<file path="config.mk">
export PLATFORM = sky130hd
export DESIGN_NAME = copro_sequencer
export DESIGN_NICKNAME = d
export VERILOG_FILES = /design/src/rtl/copro_sequencer.sv
export SDC_FILE = /design/constraint.sdc
export NUM_CORES = 2
export LEC_CHECK = 0
export CAP_MARGIN = 20
export CORE_ASPECT_RATIO = 0.9
export CORE_MARGIN = 2
export CORE_UTILIZATION = 55
export DETAILED_ROUTE_END_ITERATION = 7
export GPL_TIMING_DRIVEN = 0
export PLACE_DENSITY = 0.79
export SLEW_MARGIN = 20
export SYNTH_ARGS = -nofsm -noshare
export SYNTH_HDL_FRONTEND = slang
export SYNTH_SLANG_ARGS = --single-unit
</file>
<file path="constraint.sdc">
create_clock -name clk -period 15.1 [get_ports clk]
set_input_delay 2.265 -clock clk [delete_from_list [all_inputs] [get_ports clk]]
set_output_delay 2.265 -clock clk [all_outputs]
set_load 0.01 [all_outputs]
</file>
<file path="src/rtl/copro_sequencer.sv">
`default_nettype none

`ifndef TB_MANT_SIZE
`define TB_MANT_SIZE 23
`endif
`ifndef TB_EXP_SIZE
`define TB_EXP_SIZE 8
`endif

// +--------------------------------------------------------------------------+
// | Module   : copro_sequencer                                               |
// | Purpose  : Multicycle floating-point coprocessor sequencer. Captures two |
// |            operands and an opcode, holds the captured values for         |
// |            EXEC_CYCLES cycles while a combinational add/sub/mul settles, |
// |            then latches the result and pulses done.                      |
// | Ports    : clk, reset_n (async, active-low)                              |
// |            start, opcode[1:0], op_a, op_b       - request                |
// |            busy, done, result, err, ovr         - status / result        |
// | Revision : 1.0 - initial release                                         |
// +--------------------------------------------------------------------------+
// Float format: {sign, exponent[Ne-1:0], mantissa[Nm-1:0]}, bias 2^(Ne-1)-1.
// Exponent 0 is zero (no subnormals); results are truncated; exponent
// underflow flushes to zero, overflow saturates to the largest finite value.
// Status outputs are registered from the state, so they trail the state
// register by one cycle (done is high in the cycle after the DONE state).
module copro_sequencer #(
  parameter int Nm          = `TB_MANT_SIZE,
  parameter int Ne          = `TB_EXP_SIZE,
  parameter int EXEC_CYCLES = 2
) (
  input  logic             clk,
  input  logic             reset_n,
  input  logic             start,
  input  logic [1:0]       opcode,
  input  logic [Ne+Nm:0]   op_a,
  input  logic [Ne+Nm:0]   op_b,
  output logic             busy,
  output logic             done,
  output logic [Ne+Nm:0]   result,
  output logic             err,
  output logic             ovr
);

  localparam int W    = Ne + Nm + 1;
  localparam int BIAS = (1 << (Ne - 1)) - 1;
  localparam int EMAX = (1 << Ne) - 1;
  localparam logic [3:0] CNT_INIT = 4'(EXEC_CYCLES - 1);
  localparam logic [1:0] OP_ILLEGAL = 2'b11;

  typedef enum logic [1:0] {
    S_IDLE = 2'd0,
    S_EXEC = 2'd1,
    S_DONE = 2'd2
  } state_t;

  // Largest finite magnitude, used when the exponent overflows.
  function automatic logic [W-1:0] f_sat(input logic sgn);
    return {sgn, {(Ne-1){1'b1}}, 1'b0, {Nm{1'b1}}};
  endfunction

  function automatic logic [W-1:0] f_mul(input logic [W-1:0] a, input logic [W-1:0] b);
    logic            sgn;
    logic [Ne-1:0]   ea, eb;
    logic [2*Nm+1:0] prod;
    logic [Nm-1:0]   mant;
    int              e;
    sgn  = a[W-1] ^ b[W-1];
    ea   = a[W-2:Nm];
    eb   = b[W-2:Nm];
    prod = {{(Nm+1){1'b0}}, 1'b1, a[Nm-1:0]} * {{(Nm+1){1'b0}}, 1'b1, b[Nm-1:0]};
    e    = int'(ea) + int'(eb) - BIAS;
    // Product of two [1,2) significands lies in [1,4): at most one renormalising shift.
    if (prod[2*Nm+1]) begin
      mant = prod[2*Nm:Nm+1];
      e    = e + 1;
    end else begin
      mant = prod[2*Nm-1:Nm];
    end
    if (ea == '0 || eb == '0 || e <= 0) return '0;
    if (e >= EMAX) return f_sat(sgn);
    return {sgn, e[Ne-1:0], mant};
  endfunction

  function automatic logic [W-1:0] f_add_sub(input logic [W-1:0] a, input logic [W-1:0] b,
                                             input logic sub);
    logic          sa, sb, sl;
    logic [Ne-1:0] el, es;
    logic [Nm+1:0] ml, ms, sum, sh;
    logic [Nm-1:0] mant;
    int            diff, e, msb;
    sa = a[W-1];
    sb = b[W-1] ^ sub;
    // Order by magnitude so the subtraction below never goes negative.
    if (a[W-2:0] >= b[W-2:0]) begin
      sl = sa; el = a[W-2:Nm]; es = b[W-2:Nm];
      ml = (el == '0) ? '0 : {2'b01, a[Nm-1:0]};
      ms = (es == '0) ? '0 : {2'b01, b[Nm-1:0]};
    end else begin
      sl = sb; el = b[W-2:Nm]; es = a[W-2:Nm];
      ml = (el == '0) ? '0 : {2'b01, b[Nm-1:0]};
      ms = (es == '0) ? '0 : {2'b01, a[Nm-1:0]};
    end
    diff = int'(el) - int'(es);
    ms   = (diff > Nm + 1) ? '0 : (ms >> diff);
    sum  = (sa == sb) ? (ml + ms) : (ml - ms);
    e    = int'(el);
    if (sum == '0) return '0;
    if (sum[Nm+1]) begin
      mant = sum[Nm:1];
      e    = e + 1;
    end else begin
      // Cancellation: bring the leading one back to the hidden-bit position.
      msb = 0;
      for (int i = 0; i <= Nm; i++) begin
        if (sum[i]) msb = i;
      end
      sh   = sum << (Nm - msb);
      mant = sh[Nm-1:0];
      e    = e - (Nm - msb);
    end
    if (e <= 0) return '0;
    if (e >= EMAX) return f_sat(sl);
    return {sl, e[Ne-1:0], mant};
  endfunction

  state_t         state_q, state_d;
  logic [3:0]     cnt_q, cnt_d;
  logic [W-1:0]   a_q, a_d, b_q, b_d;
  logic [1:0]     opc_q, opc_d;
  logic [W-1:0]   result_q, result_d;
  logic           busy_q, busy_d, done_q, done_d, err_q, err_d, ovr_q, ovr_d;
  logic [W-1:0]   alu_res;

  // Multicycle path: settles from the captured registers during EXEC.
  always_comb begin
    alu_res = '0;
    case (opc_q)
      2'b00:   alu_res = f_add_sub(a_q, b_q, 1'b0);
      2'b01:   alu_res = f_add_sub(a_q, b_q, 1'b1);
      2'b10:   alu_res = f_mul(a_q, b_q);
      default: alu_res = '0;
    endcase
  end

  always_comb begin
    state_d  = state_q;
    cnt_d    = cnt_q;
    a_d      = a_q;
    b_d      = b_q;
    opc_d    = opc_q;
    result_d = result_q;
    busy_d   = (state_q != S_IDLE);
    done_d   = (state_q == S_DONE);
    err_d    = (state_q == S_DONE) && (opc_q == OP_ILLEGAL);
    ovr_d    = ovr_q | (start && (state_q != S_IDLE));
    case (state_q)
      S_IDLE: begin
        if (start) begin
          a_d     = op_a;
          b_d     = op_b;
          opc_d   = opcode;
          cnt_d   = CNT_INIT;
          state_d = S_EXEC;
        end
      end
      S_EXEC: begin
        if (cnt_q == 4'd0) begin
          state_d = S_DONE;
          if (opc_q != OP_ILLEGAL) result_d = alu_res;
        end else begin
          cnt_d = cnt_q - 4'd1;
        end
      end
      S_DONE:  state_d = S_IDLE;
      default: state_d = S_IDLE;
    endcase
  end

  always_ff @(posedge clk or negedge reset_n) begin
    if (!reset_n) begin
      state_q  <= S_IDLE;
      cnt_q    <= '0;
      a_q      <= '0;
      b_q      <= '0;
      opc_q    <= '0;
      result_q <= '0;
      busy_q   <= 1'b0;
      done_q   <= 1'b0;
      err_q    <= 1'b0;
      ovr_q    <= 1'b0;
    end else begin
      state_q  <= state_d;
      cnt_q    <= cnt_d;
      a_q      <= a_d;
      b_q      <= b_d;
      opc_q    <= opc_d;
      result_q <= result_d;
      busy_q   <= busy_d;
      done_q   <= done_d;
      err_q    <= err_d;
      ovr_q    <= ovr_d;
    end
  end

  assign busy   = busy_q;
  assign done   = done_q;
  assign result = result_q;
  assign err    = err_q;
  assign ovr    = ovr_q;

endmodule

`default_nettype wire

</file>
Word-level counts from Yosys, hierarchy flattened
Cells that the tools add are included.
W data, S select, Z words.
- bits of input ports: 69
- logic and storage cells: 200
- register bits after elaboration: 108
- bitwise gates (word level): 3
- muxes and demuxes: 129
- add/sub/neg operators: 16
- $mul: 1
- shift operators: 4
- magnitude comparators: 9
- eq/ne operators: 11
- reduce and logical (&&, ||, !) cells: 17
- operators with widths (kind ; number):
    $mux W32 ; 74
    $mux W25 ; 8
    $ge A32 B9 Y1 const B ; 3
    $le A32 B1 Y1 const B ; 3
    $mux W24 ; 4
    $pmux W32 S3 ; 1
    $mux W23 ; 3
    $shl A25 B32 Y23 ; 2
    $shr A25 B32 Y25 ; 2
    $sub A6 B32 Y32 const A ; 2
    $sub A9 B32 Y32 ; 2
    $add A25 B25 Y25 ; 2
    $logic_not A25 Y1 ; 2
    $sub A25 B25 Y25 ; 2
    $mul A24 B24 Y48 ; 1
    $mux W8 ; 6
    $ge A31 B31 Y1 ; 1
    $mux W1 ; 27
    $add A8 B1 Y9 const B ; 2
    $gt A9 B6 Y1 const B ; 2
    $sub A8 B8 Y9 ; 2
    $logic_not A8 Y1 ; 2
    $add A10 B2 Y11 const B ; 1
    $sub A9 B7 Y10 const B ; 1
    20 further kinds ; 35

Longest topological paths before layout
- depth after elaboration: 50
- depth in mapped cells: 61
- gate-level depth less buffers: 52

Least setup slack after synthesis
Ideal clock, no wire load.
- kind: reg2reg
- start: register a_q[0]
- end: register result_q[27], in the netlist result[27]
- period minus slack after synthesis: 12.536 ns
- slack: 2.564 ns
- data required time: 14.974 ns
- data arrival time: 12.410 ns
- cell stages (with the launch flop): 53
- cell sequence: dfrtp_1 clkbuf_1 clkinv_1 buf_1 ha_1 and4_1 a41oi_1 o22ai_1 o21a_1 nor4_1 a22oi_1 ha_1 inv_1 o221ai_1 a21oi_1 o221ai_1 a21oi_1 o21ai_1 [17 not listed] clkbuf_1 ha_1 clkinv_1 ha_1 o21ai_0 nor2_1 o21ai_0 or2_2 ha_1 or4b_2 nor4_1 a21oi_1 a21oi_1 a21boi_1 clkbuf_1 clkbuf_1 a21oi_1 o32a_1
- word-level cells in the longest chain between the ends: 48
- elaborated cells on any way between the ends: 141
- those cells by class: 12 x add/sub; 1 x mul; 9 x order compare; 2 x shift; 114 x mux; 3 x reduce/logical
- ends and longest elaborated chain (item ; line ; RTL):
    start, declared ; 128 ; logic [W-1:0] a_q, a_d, b_q, b_d;
    start signal, assigned ; 183 ; a_q <= '0;
    start signal, assigned ; 194 ; a_q <= a_d;
    $ge A31 B31 Y1 ; 94 ; if (a[W-2:0] >= b[W-2:0]) begin
    $mux W8 ; 94 ;
    $mux W8 ; 137 ; case (opc_q)
    $sub A8 B8 Y9 ; 103 ; diff = int'(el) - int'(es);
    $gt A9 B6 Y1 / $shr A25 B32 Y25 (equally long branches) ; 104 ; ms = (diff > Nm + 1) ? '0 : (ms >> diff);
    $mux W25 ; 104 ;
    $sub A25 B25 Y25 / $add A25 B25 Y25 (equally long branches) ; 105 ; sum = (sa == sb) ? (ml + ms) : (ml - ms);
    $mux W25 ; 105 ;
    [31 not listed] ; n/a ;
    $ge A32 B9 Y1 ; 122 ; if (e >= EMAX) return f_sat(sl);
    $mux W1 (2 in a row) ; 122 ;
    $mux W1 ; 108 ; if (sum[Nm+1]) begin
    $mux W1 ; 137 ;
    $mux W32 ; 123 ; return {sl, e[Ne-1:0], mant};
    $mux W32 ; 122 ;
    $mux W32 ; 108 ;
    $pmux W32 S3 (*) ; 137 ;
    end signal, assigned ; 197 ; result_q <= result_d;
    end, declared ; 130 ; logic [W-1:0] result_q, result_d;
Mark *: on every way between the ends. The rest lies on a longest branch, timed or not. The select of a mux whose other input is x is not followed.
A chain may end at the register's enable or synchronous reset.

Worst setup path in the final report
- start: register b_q[5]
- end: register result_q[7], in the netlist result[7]
- word-level cells in the longest chain between the ends: 48
- elaborated cells on any way between the ends: 146
- those cells by class: 12 x add/sub; 1 x mul; 9 x order compare; 4 x shift; 117 x mux; 3 x reduce/logical
- ends and longest elaborated chain (item ; line ; RTL):
    start, declared ; 128 ;
    start signal, assigned ; 184 ; b_q <= '0;
    start signal, assigned ; 195 ; b_q <= b_d;
    $ge A31 B31 Y1 ; 94 ;
    $mux W8 ; 94 ;
    $mux W8 ; 137 ;
    $sub A8 B8 Y9 ; 103 ;
    $gt A9 B6 Y1 / $shr A25 B32 Y25 (equally long branches) ; 104 ;
    $mux W25 ; 104 ;
    $sub A25 B25 Y25 / $add A25 B25 Y25 (equally long branches) ; 105 ;
    $mux W25 ; 105 ;
    [31 not listed] ; n/a ;
    $ge A32 B9 Y1 ; 122 ;
    $mux W1 (2 in a row) ; 122 ;
    $mux W1 ; 108 ;
    $mux W1 ; 137 ;
    $mux W32 ; 123 ;
    $mux W32 ; 122 ;
    $mux W32 ; 108 ;
    $pmux W32 S3 (*) ; 137 ;
Marks and branches as above.

==> results.py <==
metrics = {
    "outcome": {
        "violations": "DRC",
        "status": "finished with violations",
    },
    "logic_synthesis": {
        "synth_top_area_cell": "fa_1",
        "synth_ff_type": "dfrtp_1",
        "ys_top_cells_by_count": "642 x inv_1, 564 x nand2_1, 486 x fa_1",
        "synth_edf_count": 0,
        "yosys-top-cells-area": "fa_1 27%, ha_1 11%, dfrtp_1 7.5%",
        "synth_top_area_share_pct": 27.0,
        "synth_seq_cells": 108,
        "synth_fp_nets": 5393,
        "netlist_instances": 4511,
        "syn-cell-area_um2": 36000,
        "ys_seq_area_share_pct": 7.51,
        "syn_area_per_cell_um2": 7.98,
        "async_reset_ff_share_pct": 100,
        "yosysMostFrequentCell": "inv_1",
        "synth_warnings": 0,
        "ys_types": 112,
    },
    "timing": {
        "drv_slew": 0,
        "post-route-min-period_ns": 14.76,
        "setup_viol": 0,
        "max_freq_mhz": 67.8,
        "clock-skew-final_ns": 0.0179,
        "worst_pin_slew_ns": 1.16,
        "rsz0062_at_grt": "no",
        "max-slew-margin-rel_pct": 22.1,
        "finalCritPeriodShare_pct": 97.7,
        "hold_violations": 0,
    },
    "placed_design": {
        "hpwl_um": 127000,
        "placed_cells": 5474,
        "port_buffers": 104,
        "place.gp.congestion": 1.03,
    },
    "route": {
        "ant_nets": 0,
        "drt_pre_antenna_iters": 8,
        "avgViaCountPerCell": 6.54,
        "wl_per_cell_um": 27.9,
        "first_iter_violations": 5043,
        "drc": 9,
        "wl_um": 153000,
        "vias": 35983,
    },
    "global_routing": {
        "met2_usage_pct": 59.6,
        "grt_busiest_layer": "met1",
        "grt.total_usage_pct": 45.8,
        "grt_pass1_vias": 34659,
        "grt_max_degree": 69,
        "gr-total-overflow": 0,
        "grtUsageMet3_pct": 22.2,
        "use_met1_pct": 65.2,
        "grt_pass1_wl_um": 227000,
        "grt_antenna_before_repair": 7,
    },
    "worst_setup_path": {
        "critPathLaunchType": "register",
        "required_ns": 15.36,
        "worstPathMaxFanout": 21,
        "cpPeakStageDelay_ns": 0.89,
        "cp_data_arrival_time_ns": 15.02,
        "endpoint_kind": "register",
        "crit_type": "reg2reg",
        "cp_common_cell": "o21ai_0",
        "r2r_slack_ns": 0.34,
        "slowest_stage": "dfrtp_1",
    },
    "clock_network": {
        "clockBufferDepth": 2,
        "numCtsBuffers": 9,
        "htreeDepth": 3,
        "clk_latency_ns": 0.40,
        "clock-root-buffer": "clkbuf_16",
        "clock-sinks": 108,
        "cts_tree": "built",
        "path_clk_slew_ns": 0.09,
    },
    "layout": {
        "fin_cells": 5501,
        "drive_gt1_share_pct": 6.55,
        "syn_to_final_growth_pct": 8.45,
        "fin_nets": 5517,
        "fillers": 5877,
    },
    "floorplanning": {
        "die_area_um2": 67500,
        "die_w_um": 274,
        "io_pins": 105,
        "initial_core_util_pct": 55.9,
        "die-height_um": 247,
        "rows": 88,
        "core_area_um2": 64400,
    },
    "min_path": {
        "hold_class": "reg2reg",
    },
    "run": {
        "drv_cap": 0,
    },
}
## worst paths after layout
path                          from         end  cells after the start
min in group asynchronous  reset_n  result[25]                      1
hold / removal                 ovr         ovr                      1
setup reg to reg            b_q[5]   result[7]                     51
max in group asynchronous  reset_n      a_q[0]                      2
hold reg to reg                ovr         ovr                      1
setup / recovery            b_q[5]   result[7]                     51
## sequential cells by signal (all words and copies together), names as in the netlist
name and cells:
opc_q 2, b_q 32, err 1, done 1
cnt_q 4, result 32, a_q 32, busy 1
ovr 1, state_q 2
## what timing repair did
item | in CTS | in global routing
gates resized for setup | 38 | 63
hold buffers | 0 | 0
endpoints found under the hold margin | 0 | 0
pin swaps | 2 | 6
buffers inserted | 4 | 10
setup endpoints to repair | 32 | 32
## per-layer routing
layer	vias up	share of wire (%)
met3	342	18
met5	-	0.12
li1	15386	-
met2	2697	37
met1	17554	41
met4	4	4.1
## layout by cell type, fill, tap and decap left out, drive strengths merged, types with 25 or more instances in the layout
cell / instances
o21a: 27
clkbuf: 180
nor2: 270
o21ai: 247
xnor2: 70
a31oi: 47
nor3: 71
ha: 327
buf: 98
a211oi: 40
dfrtp: 108
a21oi: 227
nor4: 35
a21o: 55
clkdlybuf4s50: 103
inv: 654
mux2i: 79
mux2: 44
nand4: 44
and2: 206
nand2: 565
o211ai: 45
nand2b: 36
xor2: 25
nand3: 110
fa: 486
or3: 42
## area by class of cell
| class | count | area, µm² | share of cell area, % |
|---|---|---|---|
| Clock buffer | 10 | 239 | 0.612 |
| Buffer | 248 | 1080 | 2.77 |
| Sequential cell | 108 | 2710 | 6.94 |
| Timing Repair Buffer | 123 | 1220 | 3.13 |
| Multi-Input combinational cell | 3490 | 30200 | 77.3 |
| Antenna cell | 7 | 17.5 | 0.0449 |
| Tap cell | 855 | 1070 | 2.74 |
| Inverter | 655 | 2470 | 6.34 |
| Clock inverter | 5 | 45.0 | 0.115 |
## worst max-delay path, delay by kind of cell (launching register included)
kind,cells,cell delay (ns)
buffers and inverters,10,2.76
AO/OA/AOI/OAI,16,3.79
multiplexers,3,0.77
AND/OR/NAND/NOR,15,4.13
adder cells (fa/ha/maj),6,1.94
XOR/XNOR,1,0.27
flip-flops,1,0.89
## through the flow
stage	cell area [µm²]	setup TNS (ns)	hold WS, ns	util [%]	setup slack, ns
floorplan	36000	0	0.426	-	2.56
global placement	38100	-65.61	0.445	59.1	-2.61
detailed placement	38200	-62.97	0.454	59.3	-2.56
CTS	38600	0	0.484	60.0	0.0268
global route	39000	0	0.507	60.6	0.0595
finish	39000	0	0.488	60.6	0.342
## logic make-up after synthesis
family                   synth area share [%]
AND/OR/NAND/NOR                          19.7
AO/OA/AOI/OAI                            18.3
buffers and inverters                    9.87
adder cells (fa/ha/maj)                  38.4
multiplexers                             3.78
flip-flops                               7.51
XOR/XNOR                                 2.33
Power is left out: the tool's default activity adds up to more than one toggle a clock period on the data nets, which glitch-free logic cannot reach.
